$ cat src/rtl/ud_count_tracker.sv
// Monitor/decoder for an up/down counter: recovers direction and step events from the sampled
// count, locks on consistent stepping, and flags illegal jumps and stalls.
module ud_count_tracker #(
    parameter int WIDTH       = 3,
    parameter int LOCK_COUNT  = 4,
    parameter int STALL_LIMIT = 8
) (
    input  logic             clk,
    input  logic             rst,
    input  logic             en,
    input  logic [WIDTH-1:0] q_in,
    output logic             dir,
    output logic             step,
    output logic             dir_change,
    output logic             locked,
    output logic             stall,
    output logic             err,
    output logic [7:0]       err_cnt
);

    typedef enum logic [1:0] {
        IDLE    = 2'd0,
        ACQUIRE = 2'd1,
        LOCKED  = 2'd2
    } state_t;

    localparam logic [WIDTH-1:0] DELTA_UP   = WIDTH'(1);
    localparam logic [WIDTH-1:0] DELTA_DOWN = '1;
    localparam logic [WIDTH-1:0] DELTA_HOLD = '0;
    localparam logic [3:0]       LOCK_RUN   = 4'(LOCK_COUNT);
    localparam logic [7:0]       STALL_MAX  = 8'(STALL_LIMIT);

    state_t           state, nxt_state;
    logic [WIDTH-1:0] prev, nxt_prev;
    logic [3:0]       run, nxt_run;
    logic [7:0]       scnt, nxt_scnt;
    logic [7:0]       nxt_err_cnt;
    logic             nxt_dir, nxt_step, nxt_dir_change, nxt_stall, nxt_err;

    logic [WIDTH-1:0] delta;
    logic             is_up, is_down, is_hold, is_step;

    function automatic logic [7:0] sat_inc8(input logic [7:0] v);
        return (v == 8'hFF) ? v : v + 8'd1;
    endfunction

    function automatic logic [7:0] stall_inc(input logic [7:0] v);
        return (v >= STALL_MAX) ? STALL_MAX : v + 8'd1;
    endfunction

    // Modular difference makes wrap-around (max->0, 0->max) a legal single step.
    assign delta   = q_in - prev;
    assign is_up   = (delta == DELTA_UP);
    assign is_down = (delta == DELTA_DOWN);
    assign is_hold = (delta == DELTA_HOLD);
    assign is_step = is_up | is_down;

    always_comb begin
        nxt_state      = state;
        nxt_prev       = prev;
        nxt_run        = run;
        nxt_scnt       = scnt;
        nxt_dir        = dir;
        nxt_stall      = stall;
        nxt_err_cnt    = err_cnt;
        nxt_step       = 1'b0;
        nxt_dir_change = 1'b0;
        nxt_err        = 1'b0;

        if (en) begin
            nxt_prev = q_in;
            case (state)
                IDLE: begin
                    nxt_state = ACQUIRE;
                    nxt_run   = 4'd0;
                end
                ACQUIRE: begin
                    if (is_step) begin
                        nxt_step = 1'b1;
                        nxt_dir  = is_up;
                        // An opposite step restarts the run at one instead of zero.
                        if (is_up == dir || run == 4'd0)
                            nxt_run = run + 4'd1;
                        else
                            nxt_run = 4'd1;
                        if (nxt_run == LOCK_RUN)
                            nxt_state = LOCKED;
                    end else if (!is_hold) begin
                        nxt_err     = 1'b1;
                        nxt_err_cnt = sat_inc8(err_cnt);
                        nxt_run     = 4'd0;
                    end
                end
                LOCKED: begin
                    if (is_step) begin
                        nxt_step  = 1'b1;
                        nxt_scnt  = 8'd0;
                        nxt_stall = 1'b0;
                        if (is_up != dir) begin
                            nxt_dir        = is_up;
                            nxt_dir_change = 1'b1;
                        end
                    end else if (is_hold) begin
                        nxt_scnt  = stall_inc(scnt);
                        nxt_stall = (nxt_scnt == STALL_MAX);
                    end else begin
                        nxt_err     = 1'b1;
                        nxt_err_cnt = sat_inc8(err_cnt);
                        nxt_run     = 4'd0;
                        nxt_scnt    = 8'd0;
                        nxt_stall   = 1'b0;
                        nxt_state   = ACQUIRE;
                    end
                end
                default: nxt_state = IDLE;
            endcase
        end
    end

    always_ff @(posedge clk) begin
        if (!rst) begin
            state      <= IDLE;
            prev       <= '0;
            run        <= 4'd0;
            scnt       <= 8'd0;
            dir        <= 1'b1;
            step       <= 1'b0;
            dir_change <= 1'b0;
            stall      <= 1'b0;
            err        <= 1'b0;
            err_cnt    <= 8'd0;
            locked     <= 1'b0;
        end else begin
            state      <= nxt_state;
            prev       <= nxt_prev;
            run        <= nxt_run;
            scnt       <= nxt_scnt;
            dir        <= nxt_dir;
            step       <= nxt_step;
            dir_change <= nxt_dir_change;
            stall      <= nxt_stall;
            err        <= nxt_err;
            err_cnt    <= nxt_err_cnt;
            locked     <= (nxt_state == LOCKED);
        end
    end

endmodule

$ cat config.mk
export PLATFORM = sky130hd
export DESIGN_NAME = ud_count_tracker
export DESIGN_NICKNAME = d
export VERILOG_FILES = /design/src/rtl/ud_count_tracker.sv
export SDC_FILE = /design/constraint.sdc
export NUM_CORES = 1
export LEC_CHECK = 0
export ABC_AREA = 0
export BUFFER_PORTS_ARGS = -buffer_cell sky130_fd_sc_hd__buf_2
export CAP_MARGIN = 20
export CORE_MARGIN = 10
export CORE_UTILIZATION = 61
export DETAILED_ROUTE_END_ITERATION = 7
export PLACE_DENSITY = 0.83
export SYNTH_ARGS = -nofsm -noshare
export SYNTH_HDL_FRONTEND = slang
export SYNTH_SLANG_ARGS = --single-unit
$ cat constraint.sdc
create_clock -name clk -period 4.1 [get_ports clk]
set_input_delay 0.205 -clock clk [delete_from_list [all_inputs] [get_ports clk]]
set_output_delay 0.205 -clock clk [all_outputs]
set_load 0.005 [all_outputs]
======== Word-level counts from Yosys, hierarchy flattened ========
Index checks and enable logic that the tools add are counted.
cells by class
  $add $sub $neg .......................... 4
  multiply operators ...................... 0
  div/mod/pow operators ................... 0
  $lt $le $gt $ge ......................... 1
  eq/ne operators ......................... 14
  shifts and indexed selects .............. 0
  muxes and demuxes ....................... 26
  bitwise gates (word level) .............. 7
  reductions and logical operators ........ 14
operators by type and width
  operator               count
  $mux W4                7
  $mux W8                3
  $add A8 B1 Y8 const B  2
  $pmux W4 S3            1
  $mux W2                5
  $reduce_and A5 Y1      2
  $eq A8 B4 Y1 const B   1
  $eq A8 B8 Y1 const B   1
  $ge A8 B4 Y1 const B   1
  $mux W1                8
  $ne A2 B2 Y1 const B   4
  $not A1 Y1             6
  $pmux W2 S3            1
  $reduce_and A3 Y1      2
  $add A4 B1 Y4 const B  1
  $eq A2 B2 Y1 const B   2
  $eq A4 B3 Y1 const B   1
  $logic_not A4 Y1       1
  $reduce_and A4 Y1      1
  $reduce_or A4 Y1       1
  $eq A3 B1 Y1 const B   1
  $eq A3 B3 Y1 const B   1
  $logic_not A3 Y1       1
  $reduce_bool A3 Y1     1
  other kinds (11)       11
storage, ports and cells
  register bits ........................... 31
  bits in latches ......................... 0
  memory bits (writable) .................. 0
  ROM bits ................................ 0
  input port bits ......................... 6
  output and inout bits ................... 14
  memories ................................ 0

======== Depth between registers and ports, before layout ========
Gate-level depths: netlist of run 1.
  depth after elaboration ................. 14
  gate-level depth with buffers ........... 8
  gate-level depth less buffers ........... 8

======== Least setup slack after synthesis of run 1 ========
OpenSTA, ideal clock, no wires.
  kind .................................... reg-to-reg
  start ................................... register prev[0]
  end ..................................... register state[0]
  setup time .............................. 0.115 ns
  arrival time ............................ 2.035 ns
  required time ........................... 3.985 ns
  slack ................................... 1.951 ns
  stages on the path, launching flop included .. 8
  path buffers ............................ 0
  cells stage by stage .................... dfxtp_1 -> ha_1 -> fa_1 -> nor2b_1 -> mux2i_2 -> nor4_2 -> a21oi_1 -> o21a_1
between the ends
  cells in the longest elaborated chain, start to end .. 13
ends and longest elaborated chain
  what                      line  source
  start: declaration        34    logic [WIDTH-1:0] prev, nxt_prev;
  start signal: assignment  135   prev <= nxt_prev;
  $sub A3 B3 Y3 *           52    assign delta = q_in - prev;
  $eq A3 B1 Y1              53    assign is_up = (delta == DELTA_UP);
  $eq A1 B1 Y1              82    if (is_up == dir || run == 4'd0)
  $logic_or A1 B1 Y1        82
  $mux W4                   82
  $mux W4                   78    if (is_step) begin
  $mux W4                   72    case (state)
  $mux W4                   70    if (en) begin
  $eq A4 B3 Y1              86    if (nxt_run == LOCK_RUN)
  $mux W2                   86
  $mux W2                   78
  $pmux W2 S3 *             72
  $mux W2 *                 70
  end signal: assignment    134   state <= nxt_state;
  end: declaration          33    state_t state, nxt_state;
Every way passes the cells marked *; elsewhere a longest branch is shown, timed or not. The select of a mux whose other input is x is not followed.
A chain may end at the register's enable or synchronous reset.

======== Final worst setup path of run 1 ========
  start ................................... register prev[0]
  end ..................................... register locked
between the ends
  cells in the longest elaborated chain, start to end .. 14
ends and longest elaborated chain
  what                    line  source
  $sub A3 B3 Y3 *         52
  $eq A3 B1 Y1            53
  $eq A1 B1 Y1            82
  $logic_or A1 B1 Y1      82
  $mux W4                 82
  $mux W4                 78
  $mux W4                 72
  $mux W4                 70
  $eq A4 B3 Y1            86
  $mux W2                 86
  $mux W2                 78
  $pmux W2 S3 *           72
  $mux W2 *               70
  $eq A2 B2 Y1 *          144   locked <= (nxt_state == LOCKED);
  end signal: assignment  144
  end: declaration        15    output logic locked,
Marks and branches as above.

==> results of run 1 <==
how the worst max path moves through the flow:
stage,from,end,slack (ns),cells after the start
after global placement,q_in[0],locked$_SDFF_PN0_,1.81,9
after floorplan,prev[0]$_SDFFE_PN0P_,state[0]$_SDFF_PN0_,1.95,7
after CTS,prev[0]$_SDFFE_PN0P_,locked$_SDFF_PN0_,1.66,7
final,prev[0]$_SDFFE_PN0P_,locked$_SDFF_PN0_,1.65,7
after global routing,prev[0]$_SDFFE_PN0P_,locked$_SDFF_PN0_,1.51,7
after detailed placement,q_in[0],state[0]$_SDFF_PN0_,1.63,9
tightest hold or removal path: cells and delay by family:
kind,cells,cell delay (ns)
buffers and inverters,1,0.10
AND/OR/NAND/NOR,1,0.08
multiplexers,1,0.07
metrics by stage:
step | instance area [µm²] | util | power, mW
2_1_floorplan | 1690 | - | 0.389
5_1_grt | 1890 | 0.699 | 0.681
3_5_place_dp | 1810 | 0.667 | 0.411
3_3_place_gp | 1810 | 0.667 | 0.406
6_report | 1890 | 0.699 | 0.656
4_1_cts | 1890 | 0.699 | 0.657
power by group through the flow:
| stage | logic [mW] | clock network (mW) | registers [mW] |
|---|---|---|---|
| global placement | 0.0876 | 0 | 0.318 |
| floorplan | 0.0710 | 0 | 0.318 |
| global route | 0.104 | 0.264 | 0.313 |
| CTS | 0.0934 | 0.252 | 0.312 |
| detailed placement | 0.0927 | 0 | 0.319 |
| finish | 0.0936 | 0.251 | 0.312 |
sequential cells by signal, indices dropped and copies added, names as in the netlist:
| name | count |
|---|---|
| dir_change | 1 |
| prev | 3 |
| state | 2 |
| step | 1 |
| run | 4 |
| scnt | 8 |
| dir | 1 |
| stall | 1 |
| err | 1 |
| locked | 1 |
| err_cnt | 8 |
Yosys cell counts, types with 2 or more instances:
| library cell | count |
|---|---|
| o21ai_0 | 6 |
| nor4_4 | 2 |
| and3_1 | 4 |
| mux2i_1 | 5 |
| and2_1 | 2 |
| a22oi_1 | 2 |
| nor3b_1 | 3 |
| inv_1 | 10 |
| nand3_1 | 9 |
| clkbuf_1 | 4 |
| o211ai_1 | 4 |
| nor2_1 | 25 |
| nand2b_1 | 4 |
| a211oi_1 | 3 |
| dfxtp_1 | 31 |
| nor2b_1 | 7 |
| o21ai_1 | 2 |
| ha_1 | 10 |
| nand4_1 | 5 |
| nand2_1 | 18 |
| a21oi_1 | 10 |
| xnor2_1 | 8 |
| nor3_1 | 5 |
kinds of logic after synthesis:
logic type	after synthesis
AO/OA/AOI/OAI	33
XOR/XNOR	10
adder cells (fa/ha/maj)	11
buffers and inverters	16
flip-flops	31
multiplexers	7
AND/OR/NAND/NOR	89
per-layer routing:
metal	up-vias	wire, µm	GRT usage
met5	-	0	0
met4	0	117	0.0949
met3	14	185	0.0476
met2	38	1890	0.250
met1	712	1600	0.165
li1	727	-	-
final cells by class:
class                           instances  share of cell area
Clock buffer                            6              0.0271
Clock inverter                          2              0.0185
Inverter                               11              0.0218
Multi-Input combinational cell        150               0.534
Sequential cell                        31               0.328
Tap cell                               31              0.0205
Timing Repair Buffer                   19              0.0502
==> flow_summary.toml, run 1 <==
[outcome]
status = "complete, no violations"

[pwr]
p_switching_mw = 0.171
pwr-share-seq = 0.476
clkPwrFrac = 0.382
powerDensity_nw_per_um2 = 346
switching_share = 0.260
peakVddDrop_uv = 258
combPwrFrac = 0.143
internal_power_mw = 0.486
leakage_nw = 0.795

[synthesis]
ys_types = 41
ys.flop_type = "dfxtp_1"
yosysSeqAreaShare = 0.367
synthAdderAreaFrac = 0.0857
ys_ff_latch = 31
synthMuxAreaShare = 0.0466
synth.avg_cell_area_um2 = 8.59
async_reset_ff_frac = 0
synth_top_family_by_area = "simple AND/OR/NAND/NOR gates"
syn_nets = 214
synth_area_um2 = 1690
ys_warn_count = 0
synth-edff-count = 0
synth_area_leaders = "dfxtp_1, ha_1, nor2_1"
syn-instance-count = 197
synth-simple-area-share = 0.283
synth-compound-area-share = 0.122
synth_xor_area_frac = 0.0606
yosysTopAreaCell = "dfxtp_1"
synth_top_cell_area_share = 0.367

[global_routing]
overflow = 0
antenna_found_initial = 0
grt.total_usage = 0.152
grt_pass1_wl_um = 6640
grt_pass1_vias = 1561
grt_max_degree = 19

[timing]
fin_crit_sh = 0.597
hold-worst-slack_ns = 0.137
hold_viol_final = 0
finalClockSkew_ns = 0.00921
slew_violations = 0
fin_ws_ns = 1.65
slew_headroom = 0.453
setup_viol_count_final = 0
clock.fmax_ghz = 0.408
tns_ns = 0
rsz0062_at_grt = "false"
period_needed_ns = 2.45
tightest_slew_ns = 0.817

[die]
die_h_um = 72.7
ios = 20
rows = 19
die_w_um = 72.7
core-area_um2 = 2710
start_util = 0.625
dieArea_um2 = 5280

[finish]
syn2layout_area_growth_pct = 11.9
final_cell_mix = "dfxtp_1, nor2_1, buf_2"
final_layout_size_suffix_gt1_frac = 0.155
final_cells = 250
diodes = 0
ff_latch_area_um2 = 621
nets = 235
final_common_cell = "dfxtp_1"
fill_cells = 221
multi_input_area_um2 = 1010

[cts]
cts.repair.resized = 0
h-tree-depth = 2
cts.sinks = 31
cts_buffers = 5
postCtsSetupRepairBufs = 0
cts-root-buf = "clkbuf_4"
clk_pin_slew_worst_paths_ns = 0.10
cts_buffer_depth = 2
hold_buffers = 0
cts_tree = "done"
clock_latency_ns = 0.34

[setup_path]
path_cells = "ha_1, fa_1, nor2b_1, mux2i_2, nor4_2, nand2_1, a211oi_1"
critPathLaunchType = "flip-flop"
timing.rr.end = "locked$_SDFF_PN0_"
cp_max_fo = 8
worstSetupPathType = "flip-flop to flip-flop"
arrival_ns = 2.71
cp_num_buf_inv = 0
cp.required_ns = 4.36
cpMaxStageDelayCell = "fa_1"
critPathTopFamily = "adder cells"
crit_path_end_kind = "flip-flop"
rr_worst_depth = 7
r2r_start = "prev[0]$_SDFFE_PN0P_"
max_stage_delay_ns = 0.64
r2r_slack_ns = 1.65

[detailed_routing]
drc = 0
initialDrtViolationCount = 94
post_drt_wl_per_cell_um = 15.2
via_count = 1491
ant_nets = 0
via_per_inst = 5.96
drt_pass1_iterations = 4
finalWirelength_um = 3800

[worst_hold_path]
worstHoldStart = "q_in[0]"
hold_depth = 3
min_to = "prev[0]$_SDFFE_PN0P_"
holdCritPathClass = "input pin to flip-flop"

[placement]
gp_congestion = 0.827
dp_cells = 242
port_buffers = 19
pre_cts_ws_ns = 1.63
place_hpwl_um = 2800

[job]
maxCapViolCount = 0
Power figures use the tool's default switching activity.
==> run 2: changes to the inputs <==
--- a/config.mk
+++ b/config.mk
@@ -9,9 +9,9 @@
 export BUFFER_PORTS_ARGS = -buffer_cell sky130_fd_sc_hd__buf_2
 export CAP_MARGIN = 20
 export CORE_MARGIN = 10
-export CORE_UTILIZATION = 61
+export CORE_UTILIZATION = 51
 export DETAILED_ROUTE_END_ITERATION = 7
-export PLACE_DENSITY = 0.83
+export PLACE_DENSITY = 0.74
 export SYNTH_ARGS = -nofsm -noshare
 export SYNTH_HDL_FRONTEND = slang
 export SYNTH_SLANG_ARGS = --single-unit
==> constraint.sdc (replaced) <==
create_clock -name clk -period 2.2 [get_ports clk]
set_input_delay 0.11 -clock clk [delete_from_list [all_inputs] [get_ports clk]]
set_output_delay 0.11 -clock clk [all_outputs]
set_load 0.005 [all_outputs]
==> flow_summary.toml, run 2 (synthesized netlist as in run 1, its figures left out) <==
[pwr]
leakage_nw = 0.864
total_power_mw = 1.17
powerDensity_nw_per_um2 = 560
p_switching_mw = 0.365
internal_power_mw = 0.805
combPwrFrac = 0.215
clkPwrFrac = 0.287
switching_share = 0.312
peakVddDrop_uv = 437
pwr-share-seq = 0.498

[die]
start_util = 0.546
dieArea_um2 = 6020
ios = 20
die_h_um = 77.6
core-area_um2 = 3100
die_w_um = 77.6
rows = 20

[placement]
port_buffers = 19
place_hpwl_um = 2750
gp_congestion = 0.818
pre_cts_ws_ns = -0.0741

[detailed_routing]
initialDrtViolationCount = 93
via_count = 1522
post_drt_wl_per_cell_um = 14.9
finalWirelength_um = 4070
drc = 0
ant_nets = 0
via_per_inst = 5.55
drt_pass1_iterations = 4

[finish]
final_cell_mix = "dfxtp_1, nor2_1, buf_2"
final_layout_size_suffix_gt1_frac = 0.257
syn2layout_area_growth_pct = 23.4
final_common_cell = "dfxtp_1"
top_regs = "err_cnt x8, scnt x8, run x4"
diodes = 0
final_core_util = 0.673
nets = 246

[timing]
tns_ns = 0
tightest_slew_ns = 0.420
rsz0062_at_grt = "true"
slew_violations = 0
fin_ws_ns = 0.0518
period_needed_ns = 2.15
hold_viol_final = 0
clock.fmax_ghz = 0.466
slew_headroom = 0.720
fin_crit_sh = 0.976
finalClockSkew_ns = 0.00718
setup_viol_count_final = 0

[setup_path]
arrival_ns = 2.40
cp.required_ns = 2.45
crit_path_end_kind = "flip-flop"
timing.rr.end = "err_cnt[5]$_SDFFE_PN0P_"
crit_end = "err_cnt[5]$_SDFFE_PN0P_"
cpMaxStageDelayCell = "mux2_4"
r2r_slack_ns = 0.05
r2r_start = "prev[0]$_SDFFE_PN0P_"
critPathLaunch = "prev[0]$_SDFFE_PN0P_"
path_cells = "ha_4, fa_2, xnor3_2, mux2_4, nor3_4, nand3_2, mux2i_1"
cp_num_buf_inv = 0
critPathTopFamily = "multiplexers"
path_depth = 7
rr_worst_depth = 7
max_stage_delay_ns = 0.41
worstSetupPathType = "flip-flop to flip-flop"
critPathLaunchType = "flip-flop"
cp_max_fo = 8

[global_routing]
grt.busiest_layer = "met2"
grt_pass1_wl_um = 6670
overflow = 0
use_met2 = 0.216
grt_pass1_vias = 1468
grt.total_usage = 0.135
antenna_found_initial = 0
met3_usage = 0.0472
grt_max_degree = 18
gr-usage-met1 = 0.158

[cts]
clock_latency_ns = 0.35
cts_buffers = 5
cts.sinks = 31
cts_buffer_depth = 2
cts_tree = "done"
cts-root-buf = "clkbuf_4"
h-tree-depth = 2
clk_pin_slew_worst_paths_ns = 0.10

[job]
maxCapViolCount = 0

[worst_hold_path]
worstHoldStart = "q_in[0]"
holdCritPathClass = "input pin to flip-flop"

[outcome]
status = "complete, no violations"
run 2: changes by cell type in the layout (fill, tap and decap cells not counted), moves of 2 or more:
cell / delta
buf_4: +9
nor3_1: -4
a211oi_1: -2
a211oi_2: +2
a21oi_1: -2
a21oi_2: +2
clkinvlp_4: +2
nor3_2: +2
nor3_4: +2
run 2: repair_timing:
| item | 4_1_cts | 5_1_grt |
|---|---|---|
| setup buffers | 2 | 2 |
| gates resized for setup | 9 | 13 |
| gates cloned | 1 | 0 |
| pin swaps | 0 | 5 |
| setup endpoints to repair | 8 | 16 |
| hold buffers | 0 | 0 |
run 2: power by group through the flow:
stage | registers [mW] | clock network, mW | logic [mW]
floorplan | 0.592 | 0 | 0.132
global placement | 0.593 | 0 | 0.182
detailed placement | 0.594 | 0 | 0.186
CTS | 0.581 | 0.341 | 0.222
global route | 0.584 | 0.367 | 0.271
finish | 0.582 | 0.335 | 0.252
run 2: worst min-delay path by stage:
stage | cells after the start | endpoint
floorplan | 2 | prev[2]$_SDFFE_PN0P_
global placement | 3 | prev[1]$_SDFFE_PN0P_
detailed placement | 3 | prev[0]$_SDFFE_PN0P_
CTS | 3 | prev[0]$_SDFFE_PN0P_
global route | 3 | prev[0]$_SDFFE_PN0P_
finish | 3 | prev[0]$_SDFFE_PN0P_
run 2: metrics by stage:
step                area, µm²  instances  hold slack (ns)
finish                   2090        274           0.0115
global route             2090        274           0.0368
CTS                      2010        272          0.00986
detailed placement       1870        261            0.382
global placement         1870        261            0.368
floorplan                1690        197            0.257
run 2: per-layer routing:
metal | vias up | part of all wire
li1 | 753 | -
met2 | 39 | 0.51
met3 | 6 | 0.057
met4 | 0 | 0.014
met5 | - | 0
met1 | 724 | 0.42
run 2: layout make-up:
cell class	count	area (µm²)
clock buffer	5	37.5
tap	44	55.1
timing repair buffer	29	174
clock inverter	3	20.0
multi-input combinational	151	1140
inverter	11	41.3
fill	268	1010
sequential	31	622
run 2: worst min-delay path, stage by stage:
cell	delay (ns)
buf_2	0.09
mux2i_1	0.06
nor2_1	0.07
==> run 3: changes to the inputs <==
--- a/config.mk
+++ b/config.mk
@@ -9,9 +9,12 @@
 export BUFFER_PORTS_ARGS = -buffer_cell sky130_fd_sc_hd__buf_2
 export CAP_MARGIN = 20
 export CORE_MARGIN = 10
-export CORE_UTILIZATION = 51
+export CORE_UTILIZATION = 54
+export CTS_BUF_LIST = sky130_fd_sc_hd__clkbuf_4 sky130_fd_sc_hd__clkbuf_8
+export CTS_CLUSTER_SIZE = 30
 export DETAILED_ROUTE_END_ITERATION = 7
-export PLACE_DENSITY = 0.74
+export HOLD_SLACK_MARGIN = 0.03
+export PLACE_DENSITY = 0.78
 export SYNTH_ARGS = -nofsm -noshare
 export SYNTH_HDL_FRONTEND = slang
 export SYNTH_SLANG_ARGS = --single-unit
==> flow_summary.toml, run 3 (synthesized netlist as in run 1, its figures left out) <==
[outcome]
status = "complete, no violations"

[finish]
final_cell_mix = "dfxtp_1, nor2_1, buf_2"
fin_area_um2 = 2100
top_regs = "err_cnt x8, scnt x8, run x4"
final_common_cell = "dfxtp_1"
syn2layout_area_growth_pct = 23.9
final_cells = 275
final_layout_size_suffix_gt1_frac = 0.238
diodes = 0
nets = 247

[global_routing]
grt_pass1_wl_um = 6380
grt.total_usage = 0.130
grt_pass1_vias = 1432
grt_max_degree = 18
antenna_found_initial = 0
overflow = 0

[detailed_routing]
drc = 0
ant_nets = 0
finalWirelength_um = 3810
post_drt_wl_per_cell_um = 13.9
via_per_inst = 5.40
initialDrtViolationCount = 72
via_count = 1484
drt_pass1_iterations = 4

[timing]
fin_ws_ns = 0.0366
tns_ns = 0
fin_crit_sh = 0.983
period_needed_ns = 2.16
tightest_slew_ns = 0.528
rsz0062_at_grt = "true"
hold_viol_final = 0
slew_headroom = 0.648
clock.fmax_ghz = 0.462
setup_viol_count_final = 0
slew_violations = 0
finalClockSkew_ns = 0.00906

[setup_path]
cp_max_fo = 5
cp.required_ns = 2.45
worstSetupPathType = "flip-flop to flip-flop"
arrival_ns = 2.41
critPathLaunchType = "flip-flop"
crit_path_end_kind = "flip-flop"

[placement]
pre_cts_ws_ns = -0.0886
place_area_um2 = 1880
place_hpwl_um = 2660
port_buffers = 19
gp_congestion = 0.885
dp_cells = 262

[pwr]
p_switching_mw = 0.341
peakVddDrop_uv = 397
leakage_nw = 0.872
internal_power_mw = 0.949
powerDensity_nw_per_um2 = 615
switching_share = 0.264
pwr-share-seq = 0.451
combPwrFrac = 0.185
clkPwrFrac = 0.364

[die]
die_w_um = 76.0
dieArea_um2 = 5770
ios = 20
core-area_um2 = 3030
start_util = 0.559
rows = 20
die_h_um = 76.0

[cts]
cts.sinks = 31
cts-root-buf = "clkbuf_4"
cts_tree = "done"
cts_buffers = 5
cts_buffer_depth = 2
h-tree-depth = 2
clock_latency_ns = 0.34
clk_pin_slew_worst_paths_ns = 0.10

[job]
maxCapViolCount = 0

[worst_hold_path]
holdCritPathClass = "input pin to flip-flop"
## run 3: changes by cell type in the layout (fill, tap and decap cells not counted), moves of 2 or more
cell,delta
a21oi_1,+2
nor3_1,+2
a21oi_2,-2
dlygate4sd3_1,+2
clkinvlp_4,-2
nor3_4,-2
## run 3: worst paths after layout
check	from	endpoint	slack, ns	cells past startpoint
min reg2reg	scnt[7]$_SDFFE_PN0P_	scnt[7]$_SDFFE_PN0P_	0.48	1
max reg2reg	prev[0]$_SDFFE_PN0P_	locked$_SDFF_PN0_	0.04	7
max	prev[0]$_SDFFE_PN0P_	locked$_SDFF_PN0_	0.04	7
min	q_in[2]	prev[2]$_SDFFE_PN0P_	0.06	3
## run 3: power by group through the flow
stage	Sequential, mW	Clock, mW	Combinational (mW)
3_5_place_dp	0.593	0	0.194
6_report	0.582	0.469	0.239
4_1_cts	0.581	0.483	0.201
3_3_place_gp	0.593	0	0.192
2_1_floorplan	0.592	0	0.132
5_1_grt	0.584	0.504	0.262
## run 3: per-stage QoR
| stage | power [mW] | hold slack [ns] | utilization |
|---|---|---|---|
| after global routing | 1.35 | 0.0737 | 0.693 |
| after global placement | 0.785 | 0.365 | 0.620 |
| after floorplan | 0.724 | 0.257 | - |
| after CTS | 1.27 | 0.0327 | 0.658 |
| after detailed placement | 0.788 | 0.379 | 0.620 |
| final | 1.29 | 0.0573 | 0.693 |
## run 3: area by class of cell
cell class | instances | area (µm²)
tap | 44 | 55.1
inverter | 11 | 41.3
multi-input combinational | 150 | 1100
fill | 247 | 931
clock buffer | 6 | 51.3
timing repair buffer | 31 | 194
sequential | 31 | 622
clock inverter | 2 | 35.0
## run 3: critical path, cell delays in order, from the launching register on
cell and delay (ns):
dfxtp_2 0.34, ha_4 0.15, fa_2 0.57, nor2b_4 0.21, mux2i_4 0.10, nor4_4 0.34
nand2_1 0.13, a211oi_2 0.23
## run 3: per-layer routing
layer / vias up / track usage / wire length (µm)
met5: - / 0 / 0
met4: 0 / 0.0663 / 58
met3: 6 / 0.0366 / 186
met2: 26 / 0.204 / 1810
met1: 696 / 0.157 / 1760
li1: 756 / - / -
## run 3: timing repair
action	in CTS	in global routing
pin swaps	0	5
hold buffers	2	0
setup buffers	0	3
resized for setup	2	15
endpoints found under the hold margin	2	0
setup endpoints to repair	5	18
